## src/rtl/panda_hazard_unit_if.sv

```systemverilog
// Hazard-control bundle between the Panda pipeline and its hazard unit.
// master = pipeline side (drives hazard sources), slave = hazard unit.
interface panda_hazard_unit_if #(
  parameter int unsigned CNT_W = 32
);
  logic [4:0]       id_rs1_addr_i;
  logic [4:0]       id_rs2_addr_i;
  logic             id_rs1_read_i;
  logic             id_rs2_read_i;
  logic [4:0]       id_ex_rd_addr_i;
  logic             id_ex_mem_read_i;
  logic             ex_branch_taken_i;
  logic             mem_req_i;
  logic             mem_done_i;
  logic             pc_stall_o;
  logic             if_id_stall_o;
  logic             if_id_flush_o;
  logic             id_ex_stall_o;
  logic             id_ex_flush_o;
  logic             ex_mem_stall_o;
  logic             mem_wb_flush_o;
  logic             mem_err_o;
  logic [CNT_W-1:0] stall_count_o;

  modport master (
    output id_rs1_addr_i, id_rs2_addr_i, id_rs1_read_i, id_rs2_read_i,
    output id_ex_rd_addr_i, id_ex_mem_read_i, ex_branch_taken_i,
    output mem_req_i, mem_done_i,
    input  pc_stall_o, if_id_stall_o, if_id_flush_o, id_ex_stall_o,
    input  id_ex_flush_o, ex_mem_stall_o, mem_wb_flush_o, mem_err_o,
    input  stall_count_o
  );

  modport slave (
    input  id_rs1_addr_i, id_rs2_addr_i, id_rs1_read_i, id_rs2_read_i,
    input  id_ex_rd_addr_i, id_ex_mem_read_i, ex_branch_taken_i,
    input  mem_req_i, mem_done_i,
    output pc_stall_o, if_id_stall_o, if_id_flush_o, id_ex_stall_o,
    output id_ex_flush_o, ex_mem_stall_o, mem_wb_flush_o, mem_err_o,
    output stall_count_o
  );
endinterface

```

## src/rtl/panda_hazard_unit.sv

```systemverilog
// Panda pipeline hazard controller: load-use stalls, taken-branch flushes,
// data-memory wait/timeout FSM and a saturating stall-cycle counter.
module panda_hazard_unit #(
  parameter int unsigned MEM_TIMEOUT = 16,
  parameter int unsigned CNT_W       = 32
) (
  input  logic                clk_i,
  input  logic                rst_ni,
  panda_hazard_unit_if.slave  hz
);
  localparam int unsigned WAIT_W = $clog2(MEM_TIMEOUT + 1);

  typedef enum logic [1:0] {
    ST_IDLE = 2'd0,
    ST_WAIT = 2'd1,
    ST_ERR  = 2'd2
  } state_e;

  state_e              state_q, state_d;
  logic [WAIT_W-1:0]   wait_cnt_q, wait_cnt_d;
  logic [CNT_W-1:0]    stall_cnt_q, stall_cnt_d;

  logic mem_stall;
  logic load_use;
  logic rs1_hit;
  logic rs2_hit;

  logic pc_stall;
  logic if_id_stall;
  logic if_id_flush;
  logic id_ex_stall;
  logic id_ex_flush;
  logic ex_mem_stall;
  logic mem_wb_flush;
  logic mem_err;

  // Memory-wait FSM next state; wait_cnt counts stalled cycles of the access
  always_comb begin
    state_d    = state_q;
    wait_cnt_d = wait_cnt_q;
    unique case (state_q)
      ST_IDLE: begin
        if (hz.mem_req_i && !hz.mem_done_i) begin
          state_d    = ST_WAIT;
          wait_cnt_d = WAIT_W'(1);
        end
      end
      ST_WAIT: begin
        if (hz.mem_done_i) begin
          state_d    = ST_IDLE;
          wait_cnt_d = '0;
        end else if (wait_cnt_q == WAIT_W'(MEM_TIMEOUT)) begin
          state_d    = ST_ERR;
          wait_cnt_d = '0;
        end else begin
          wait_cnt_d = wait_cnt_q + WAIT_W'(1);
        end
      end
      ST_ERR: begin
        state_d    = ST_IDLE;
        wait_cnt_d = '0;
      end
      default: begin
        state_d    = ST_IDLE;
        wait_cnt_d = '0;
      end
    endcase
  end

  // Hazard detection
  always_comb begin
    mem_stall = ((state_q == ST_IDLE) && hz.mem_req_i && !hz.mem_done_i) ||
                ((state_q == ST_WAIT) && !hz.mem_done_i);
    rs1_hit   = hz.id_rs1_read_i && (hz.id_rs1_addr_i == hz.id_ex_rd_addr_i);
    rs2_hit   = hz.id_rs2_read_i && (hz.id_rs2_addr_i == hz.id_ex_rd_addr_i);
    load_use  = hz.id_ex_mem_read_i && (hz.id_ex_rd_addr_i != 5'd0) &&
                (rs1_hit || rs2_hit);
  end

  // Priority: memory stall, then branch flush, then load-use; all gated by reset
  always_comb begin
    pc_stall     = 1'b0;
    if_id_stall  = 1'b0;
    if_id_flush  = 1'b0;
    id_ex_stall  = 1'b0;
    id_ex_flush  = 1'b0;
    ex_mem_stall = 1'b0;
    mem_wb_flush = 1'b0;
    mem_err      = 1'b0;
    if (rst_ni) begin
      mem_err = (state_q == ST_ERR);
      if (mem_stall) begin
        pc_stall     = 1'b1;
        if_id_stall  = 1'b1;
        id_ex_stall  = 1'b1;
        ex_mem_stall = 1'b1;
        mem_wb_flush = 1'b1;
      end else if (hz.ex_branch_taken_i) begin
        if_id_flush = 1'b1;
        id_ex_flush = 1'b1;
      end else if (load_use) begin
        pc_stall    = 1'b1;
        if_id_stall = 1'b1;
        id_ex_flush = 1'b1;
      end
    end
  end

  // Saturating count of PC-stall cycles
  always_comb begin
    stall_cnt_d = stall_cnt_q;
    if (pc_stall && (stall_cnt_q != {CNT_W{1'b1}})) begin
      stall_cnt_d = stall_cnt_q + CNT_W'(1);
    end
  end

  always_ff @(posedge clk_i or negedge rst_ni) begin
    if (!rst_ni) begin
      state_q     <= ST_IDLE;
      wait_cnt_q  <= '0;
      stall_cnt_q <= '0;
    end else begin
      state_q     <= state_d;
      wait_cnt_q  <= wait_cnt_d;
      stall_cnt_q <= stall_cnt_d;
    end
  end

  assign hz.pc_stall_o     = pc_stall;
  assign hz.if_id_stall_o  = if_id_stall;
  assign hz.if_id_flush_o  = if_id_flush;
  assign hz.id_ex_stall_o  = id_ex_stall;
  assign hz.id_ex_flush_o  = id_ex_flush;
  assign hz.ex_mem_stall_o = ex_mem_stall;
  assign hz.mem_wb_flush_o = mem_wb_flush;
  assign hz.mem_err_o      = mem_err;
  assign hz.stall_count_o  = stall_cnt_q;
endmodule

```

## src/flat_wrapper.sv

```systemverilog
// flat-port wrapper written by rule: the top's interface ports become plain ports
module panda_hazard_unit_flat 
#(
  parameter int unsigned MEM_TIMEOUT = 16,
  parameter int unsigned CNT_W       = 32
)
  (clk_i, rst_ni, hz_id_rs1_addr_i, hz_id_rs2_addr_i, hz_id_rs1_read_i, hz_id_rs2_read_i, hz_id_ex_rd_addr_i, hz_id_ex_mem_read_i, hz_ex_branch_taken_i, hz_mem_req_i, hz_mem_done_i, hz_pc_stall_o, hz_if_id_stall_o, hz_if_id_flush_o, hz_id_ex_stall_o, hz_id_ex_flush_o, hz_ex_mem_stall_o, hz_mem_wb_flush_o, hz_mem_err_o, hz_stall_count_o);
  panda_hazard_unit_if #(.CNT_W(CNT_W)) hz_i ();
  input  logic clk_i;
  input  logic rst_ni;
  input wire logic [$bits(hz_i.id_rs1_addr_i)-1:0] hz_id_rs1_addr_i;
  input wire logic [$bits(hz_i.id_rs2_addr_i)-1:0] hz_id_rs2_addr_i;
  input wire logic [$bits(hz_i.id_rs1_read_i)-1:0] hz_id_rs1_read_i;
  input wire logic [$bits(hz_i.id_rs2_read_i)-1:0] hz_id_rs2_read_i;
  input wire logic [$bits(hz_i.id_ex_rd_addr_i)-1:0] hz_id_ex_rd_addr_i;
  input wire logic [$bits(hz_i.id_ex_mem_read_i)-1:0] hz_id_ex_mem_read_i;
  input wire logic [$bits(hz_i.ex_branch_taken_i)-1:0] hz_ex_branch_taken_i;
  input wire logic [$bits(hz_i.mem_req_i)-1:0] hz_mem_req_i;
  input wire logic [$bits(hz_i.mem_done_i)-1:0] hz_mem_done_i;
  output wire logic [$bits(hz_i.pc_stall_o)-1:0] hz_pc_stall_o;
  output wire logic [$bits(hz_i.if_id_stall_o)-1:0] hz_if_id_stall_o;
  output wire logic [$bits(hz_i.if_id_flush_o)-1:0] hz_if_id_flush_o;
  output wire logic [$bits(hz_i.id_ex_stall_o)-1:0] hz_id_ex_stall_o;
  output wire logic [$bits(hz_i.id_ex_flush_o)-1:0] hz_id_ex_flush_o;
  output wire logic [$bits(hz_i.ex_mem_stall_o)-1:0] hz_ex_mem_stall_o;
  output wire logic [$bits(hz_i.mem_wb_flush_o)-1:0] hz_mem_wb_flush_o;
  output wire logic [$bits(hz_i.mem_err_o)-1:0] hz_mem_err_o;
  output wire logic [$bits(hz_i.stall_count_o)-1:0] hz_stall_count_o;
  assign hz_i.id_rs1_addr_i = hz_id_rs1_addr_i;
  assign hz_i.id_rs2_addr_i = hz_id_rs2_addr_i;
  assign hz_i.id_rs1_read_i = hz_id_rs1_read_i;
  assign hz_i.id_rs2_read_i = hz_id_rs2_read_i;
  assign hz_i.id_ex_rd_addr_i = hz_id_ex_rd_addr_i;
  assign hz_i.id_ex_mem_read_i = hz_id_ex_mem_read_i;
  assign hz_i.ex_branch_taken_i = hz_ex_branch_taken_i;
  assign hz_i.mem_req_i = hz_mem_req_i;
  assign hz_i.mem_done_i = hz_mem_done_i;
  assign hz_pc_stall_o = hz_i.pc_stall_o;
  assign hz_if_id_stall_o = hz_i.if_id_stall_o;
  assign hz_if_id_flush_o = hz_i.if_id_flush_o;
  assign hz_id_ex_stall_o = hz_i.id_ex_stall_o;
  assign hz_id_ex_flush_o = hz_i.id_ex_flush_o;
  assign hz_ex_mem_stall_o = hz_i.ex_mem_stall_o;
  assign hz_mem_wb_flush_o = hz_i.mem_wb_flush_o;
  assign hz_mem_err_o = hz_i.mem_err_o;
  assign hz_stall_count_o = hz_i.stall_count_o;
  panda_hazard_unit #(.MEM_TIMEOUT(MEM_TIMEOUT), .CNT_W(CNT_W)) u_core (.clk_i(clk_i), .rst_ni(rst_ni), .hz(hz_i));
endmodule
```

## config.mk

```make
export PLATFORM = sky130hd
export DESIGN_NAME = panda_hazard_unit_flat
export DESIGN_NICKNAME = d
export VERILOG_FILES = /design/src/rtl/panda_hazard_unit_if.sv /design/src/rtl/panda_hazard_unit.sv /design/src/flat_wrapper.sv
export SDC_FILE = /design/constraint.sdc
export NUM_CORES = 1
export LEC_CHECK = 0
export CAP_MARGIN = 20
export CORE_ASPECT_RATIO = 1.75
export CORE_MARGIN = 2
export CORE_UTILIZATION = 43
export DETAILED_ROUTE_END_ITERATION = 7
export PLACE_DENSITY = 0.76
export SLEW_MARGIN = 20
export SYNTH_ARGS = -nofsm -noshare
export SYNTH_HDL_FRONTEND = slang
export SYNTH_SLANG_ARGS = --single-unit
export TNS_END_PERCENT = 1
```

## constraint.sdc

```tcl
create_clock -name clk_i -period 1.9 [get_ports clk_i]
set_input_delay 0.285 -clock clk_i [delete_from_list [all_inputs] [get_ports clk_i]]
set_output_delay 0.285 -clock clk_i [all_outputs]
set_load 0.005 [all_outputs]
```

==> metrics.yaml, run 1 <==
status: "finished with violations"
failed_checks: "negative setup slack"
yosysTopAreaCell: "dfrtp_1"
fmax_ghz: 0.5072
synth.distinct_cells: 37
synth_fa_ha_area_frac: 0.01731
grt_first_pass_wirelength_um: 10110
dr.pass1.iters: 4
regToRegSetupSlack_ns: -0.07
r2r_start: "u_core.hz.stall_count_o[15]"
grt.busiest_layer: "met2"
yosys_warnings: 0
hold_ws_ns: 0.1425
clkLatencyLatePin_ns: 0.30
worst_setup_path_start_kind: "register"
use_met1: 0.2513
grt_max_degree: 34
multiInputGateArea_sq_um: 1227
finalWeightedCongestion: 0.8623
critPathKind: "reg2reg"
fin_crit_sh: 1.038
ir_drop_mv: 0.9366
synth_xor_area_frac: 0.1656
avgSynthCellArea_sq_um: 9.637
drv_slew: 0
num_io_pins: 63
ff_latch_area_sq_um: 975.9
synth_commonest_cells: "dfrtp_1 (39), xor2_1 (28), nand3_1 (18)"
vias_per_cell: 5.438
clockRootBuffer: "clkbuf_8"
dieWidth_um: 57.68
synth_edf_count: 0
wl_um: 5978
final-hold-violation-count: 0
cp.arrival_ns: 2.15
netlist_instances: 225
drtAntennaViolNets: 0
synth-simple-area-share: 0.2683
syn_nets: 251
end_kind: "register"
route.detailed.drc: 0
finalInstanceArea_sq_um: 3460
final_layout_size_suffix_gt1_frac: 0.2886
hold_path.class: "in2async"
fillCellCount: 381
grt_setup_unrepaired: "true"
synth.area.top_cells: "dfrtp_1 (45%), xor2_1 (11%), xnor2_1 (5.3%), nand4_1 (4.3%), nand3_1 (4.2%)"
min_period_ns: 1.972
power_density_nw_per_um2: 606.0
synth.mux.area_fraction: 0.005193
h-tree-depth: 2
antenna_found_initial: 0
cts_buffers: 5
startpoint: "u_core.hz.stall_count_o[15]"
ys_seq_elements: 39
cp_max_fo: 5
diodes: 0
cts_buffer_depth: 2
clkTransAtPathRegs_ns: 0.07
cts_sinks: 39
synth_top_family_by_area: "simple AND/OR/NAND/NOR gates"
grt.met2_usage: 0.4047
synthArstFlopShare: 1.000
yosysTopAreaCellShare: 0.4501
nets: 375
dieHeight_um: 97.94
setup_ws_ns: -0.07175
synth_compound_area_frac: 0.06290
grt-ovfl-total: 0
met3_usage: 0.03311
initial_core_util: 0.4394
cts_tree: "built"
finalSetupViolCount: 15
port_buffers: 62
rows: 34
area_growth_pct: 59.55
die-area_sq_um: 5649
ys_seq_area_frac: 0.4501
yosys_most_used_dff: "dfrtp_1"
grt_use_total: 0.2255
report.power.total_mw: 2.096
leakage_nw: 1.623
placed_cell_area_sq_um: 3249
clock-skew-final_ns: 0.003665
coreArea_sq_um: 4935
place_ws_ns: -0.7070
max_cap_viol_count: 0
grt_pass1_vias: 2290
drtIter0Drc: 62
max_slew_margin: 0.7163
synthesis.area_sq_um: 2168
tightest_slew_ns: 0.4256
synth.most_common_cell: "dfrtp_1"
hpwlAfterDp_um: 4450
routedWlPerCell_um: 14.80
vias: 2197
cp.required_ns: 2.08
## power breakdown
| group | switching (mW) | internal [mW] | total (mW) |
|---|---|---|---|
| clock | 0.291 | 0.331 | 0.622 |
| sequential | 0.0447 | 0.889 | 0.934 |
| combinational | 0.227 | 0.314 | 0.540 |
## area by class of cell
class / instances / area share
clock buffers: 8 / 0.02893
repair buffers: 124 / 0.3081
multi-input cells: 173 / 0.3548
inverters: 6 / 0.006510
well taps: 54 / 0.01953
flip-flops and latches: 39 / 0.2821
## routing by layer
layer,part of all wire,vias up
li1,-,1055
met5,0,-
met3,0.033,12
met1,0.39,1072
met4,0.025,0
met2,0.55,58
## critical path: stages, from the launching register on
cell and delay, ns:
dfrtp_1 0.36, nand4_1 0.15, or4_4 0.53, o31ai_4 0.23
buf_6 0.16, buf_6 0.11, nor2_2 0.04, mux2_2 0.27
## cells in the final DEF, fill, tap and decap left out, types with 4 or more instances in the layout
master	netlist	routed
nor4_1	8	6
and3_1	8	8
inv_1	6	6
dlygate4sd2_1	0	14
buf_4	4	57
nand4_1	15	15
nand2_1	14	13
nor2_2	0	6
dfrtp_1	39	39
nor2_1	17	10
nand3_1	18	17
clkdlybuf4s50_1	0	42
clkbuf_8	0	7
nor3_1	14	11
xnor2_1	13	13
xor2_1	28	28
buf_2	2	4
o21ai_0	7	5
## through the flow
step                      utilization  TNS [ns]  std cells
after floorplan                     -   -0.5235        225
after global placement         0.6585    -16.23        391
after detailed placement       0.6585    -17.39        391
after CTS                      0.6831    -1.945        403
after global routing           0.7011    -2.046        404
final                          0.7011   -0.3607        404
## path summary, 6_finish.rpt
kind                                          endpoint  cells past startpoint
hold / removal             u_core.hz.stall_count_o[21]                      2
setup reg to reg            u_core.hz.stall_count_o[1]                      7
max in group asynchronous         u_core.wait_cnt_q[3]                      3
setup / recovery            u_core.hz.stall_count_o[1]                      7
hold reg to reg            u_core.hz.stall_count_o[27]                      1
min in group clk_i         u_core.hz.stall_count_o[27]                      1
## flip-flops by register name (all words and copies together) (netlist names)
| signal | flops |
|---|---|
| u_core.hz.stall_count_o | 32 |
| u_core.state_q | 2 |
| u_core.wait_cnt_q | 5 |
## cells by family (layout without fill, tap and decap cells)
kind of cell	Yosys count	after routing
DFF	39	39
xor gates and xnor gates	41	41
adders and majority gates	3	3
buffers and inverters	13	138
and+or+nand+nor	109	109
muxes	1	1
AOI/OAI and AO/OA	19	19
## timing repair
item	CTS	global route
resized for setup	39	18
hold buffers	2	0
pin swaps	9	9
hold endpoints to repair	4	0
setup buffers	2	1
setup endpoints to repair	39	39
No activity file was read; power rests on OpenSTA's default activity.
==> run 2: changes to the inputs <==
--- a/config.mk
+++ b/config.mk
@@ -10,6 +10,7 @@
 export CORE_MARGIN = 2
 export CORE_UTILIZATION = 43
 export DETAILED_ROUTE_END_ITERATION = 7
+export HOLD_SLACK_MARGIN = 0.02
 export PLACE_DENSITY = 0.76
 export SLEW_MARGIN = 20
 export SYNTH_ARGS = -nofsm -noshare
==> results of run 2 <==
The final DEF is identical to that of run 1; final timing and power are the same.
==> run 3: changes to the inputs <==
--- a/config.mk
+++ b/config.mk
@@ -5,13 +5,14 @@
 export SDC_FILE = /design/constraint.sdc
 export NUM_CORES = 1
 export LEC_CHECK = 0
-export CAP_MARGIN = 20
+export CELL_PAD_IN_SITES_DETAIL_PLACEMENT = 0
+export CELL_PAD_IN_SITES_GLOBAL_PLACEMENT = 1
 export CORE_ASPECT_RATIO = 1.75
 export CORE_MARGIN = 2
-export CORE_UTILIZATION = 43
+export CORE_UTILIZATION = 35
 export DETAILED_ROUTE_END_ITERATION = 7
 export HOLD_SLACK_MARGIN = 0.02
-export PLACE_DENSITY = 0.76
+export PLACE_DENSITY_LB_ADDON = 0.1
 export SLEW_MARGIN = 20
 export SYNTH_ARGS = -nofsm -noshare
 export SYNTH_HDL_FRONTEND = slang
==> constraint.sdc (replaced) <==
create_clock -name clk_i -period 2.06 [get_ports clk_i]
set_input_delay 0.309 -clock clk_i [delete_from_list [all_inputs] [get_ports clk_i]]
set_output_delay 0.309 -clock clk_i [all_outputs]
set_load 0.005 [all_outputs]
==> run 3 against run 2 <==
  * Worst setup slack improved by 0.074 ns
  * Sequential power shrank 8.5%
  * Largest power group unchanged
  * Flip-flop and latch count did not move
  * The flow now finishes without violations
  * Die area up 22%
  * Cell count increased by 3.5%
  * Via count down 3.9%
  * Total power down 6.7%
  * Clock skew up 0.0068 ns
  * Clock power shrank 1%
  * Non-clock buffer count down 11
==> metrics.yaml, run 3 (same netlist as run 1, synthesis figures left out) <==
route.detailed.drc: 0  # unchanged
grt_use_total: 0.1866  # -0.03892
rows: 38  # +12%
finalWeightedCongestion: 0.7833  # -9.2%
dr.pass1.iters: 4  # unchanged
finalSetupViolCount: 0  # -15
ir_drop_mv: 0.4544  # -51%
nets: 364  # -2.9%
grt_max_degree: 38  # +12%
end_kind: "register"
coreArea_sq_um: 6086  # +23%
max_cap_viol_count: 0  # unchanged
cp.required_ns: 2.22  # +0.14 ns
worst_setup_path_start_kind: "register"
drv_slew: 0  # unchanged
dieWidth_um: 63.50  # +10%
final_util: 0.5617  # -0.1394
hpwlAfterDp_um: 4555  # +2.4%
cp.arrival_ns: 2.22  # +0.07 ns
setup_ws_ns: 0.002597  # +0.07435 ns
reg2reg_depth: 8  # +1
cts_sinks: 39  # unchanged
leakage_nw: 1.617  # -0.36%
h-tree-depth: 2  # unchanged
min_period_ns: 2.057  # +0.08565 ns
max_slew_margin: 0.6776  # -0.03870
fin_crit_sh: 0.9987  # -0.03902
drtAntennaViolNets: 0  # unchanged
area_growth_pct: 57.65
clkLatencyLatePin_ns: 0.30  # about the same
num_io_pins: 63  # unchanged
final_layout_size_suffix_gt1_frac: 0.2544  # -0.03413
cp_cell_sequence: "ha_1 > nand2_1 > or4_4 > o31ai_4 > buf_4 > buf_4 > nor3_1 > xor2_1"
power_density_nw_per_um2: 572.1  # -5.6%
clkTransAtPathRegs_ns: 0.08  # about the same
routedWlPerCell_um: 14.33  # -3.1%
dieHeight_um: 108.1  # +10%
final-hold-violation-count: 0  # unchanged
cp_max_fo: 6  # +1
vias_per_cell: 5.053  # -7.1%
antenna_found_initial: 0  # unchanged
grt_first_pass_wirelength_um: 10050  # -0.54%
place_ws_ns: -0.6085  # +0.09847 ns
mostFrequentLayoutCell: "buf_4"
clock-skew-final_ns: 0.01043  # +0.006764 ns
port_buffers: 62  # unchanged
final_cell_mix: "buf_4 (49), clkdlybuf4s50_1 (41), dfrtp_1 (39), xor2_1 (28), nand3_1 (18)"
grt_pass1_vias: 2103  # -8.2%
status: "finished, final reports clean"
diodes: 0  # unchanged
cts_buffer_depth: 2  # unchanged
hold_path.class: "in2async"
cp_slowest_cell: "or4_4"
grt_setup_unrepaired: "true"
grt-ovfl-total: 0  # unchanged
critPathKind: "reg2reg"
clockRootBuffer: "clkbuf_8"
vias: 2112  # -3.9%
path_common_cell: "buf_4"
drtIter0Drc: 87  # +40%
tightest_slew_ns: 0.4836  # +0.05805 ns
die-area_sq_um: 6866  # +22%
cts_tree: "built"
startpoint: "u_core.hz.stall_count_o[0]"
max_stage_delay_ns: 0.57  # +0.04 ns
initial_core_util: 0.3563  # -0.08311
largest_register_ffs: 32  # unchanged
wl_um: 5992  # +0.23%
cts_buffers: 5  # unchanged
fmax_ghz: 0.4861  # -4.2%
r2r_start: "u_core.hz.stall_count_o[0]"
[run 3: cell types whose count changed in the layout (fill, tap and decap cells not counted), moves of 2 or more]
cell	delta
buf_4	-8
dlygate4sd2_1	-5
dlymetal6s2s_1	+3
nor4_1	-3
o21ai_1	+3
and2_1	+2
buf_6	-2
clkbuf_8	-2
clkdlybuf4s15_1	+2
nor4_4	+2
[run 3: worst max-delay path, delay by kind of cell (launching register included)]
kind	cells	cell delay (ns)
adders and majority gates	1	0.16
xor gates and xnor gates	1	0.15
AOI/OAI and AO/OA	1	0.20
and+or+nand+nor	3	0.72
DFF	1	0.35
buffers and inverters	2	0.36
[run 3: what timing repair did]
action                                  in CTS  in global routing
pin swaps                                    7                  9
endpoints found under the setup margin      37                 38
endpoints found under the hold margin        2                  0
hold buffers                                 1                  0
setup buffers                                2                  0
gates resized for setup                     36                 27
[run 3: layer usage]
metal  GRT usage  share of wire  vias to the layer above
met5           0              0                        -
met4     0.06522          0.015                        0
met3     0.03330          0.036                        6
met2      0.3391           0.54                       49
met1      0.2175           0.41                     1025
li1            -              -                     1032
[run 3: path summary, 6_finish.rpt]
check                                         endpoint  slack (ns)
min in group clk_i         u_core.hz.stall_count_o[27]        0.50
hold reg to reg            u_core.hz.stall_count_o[27]        0.50
setup / recovery            u_core.hz.stall_count_o[7]       0.003
setup reg to reg            u_core.hz.stall_count_o[7]       0.003
hold / removal                       u_core.state_q[1]        0.24
max in group asynchronous  u_core.hz.stall_count_o[17]        1.39
[run 3: power breakdown]
part	leakage, nW	internal, mW	switching (mW)	total (mW)
logic	1.03	0.274	0.214	0.488
registers	0.532	0.820	0.0344	0.855
clock network	0.0513	0.355	0.258	0.613
total	1.62	1.45	0.507	1.96
[run 3: metrics by stage]
stage | hold slack (ns) | setup TNS (ns) | total power [mW] | cells | instance area, sq um
CTS | 0.2640 | -0.05358 | 1.973 | 418 | 3327
global placement | 0.1876 | -13.54 | 1.347 | 408 | 3201
finish | 0.2409 | 0 | 1.956 | 418 | 3418
floorplan | 0.01341 | -0.02041 | 1.038 | 225 | 2171
global route | 0.2824 | -1.077 | 2.066 | 418 | 3418
detailed placement | 0.1876 | -14.37 | 1.350 | 408 | 3201
[run 3: cell type report]
cell class,instances,area (sq um)
Tap cell,80,100.1
Inverter,6,22.52
Clock inverter,1,30.03
Timing Repair Buffer,113,982.2
Multi-Input combinational cell,173,1235
Clock buffer,6,72.57
Fill cell,610,2668
Sequential cell,39,975.9
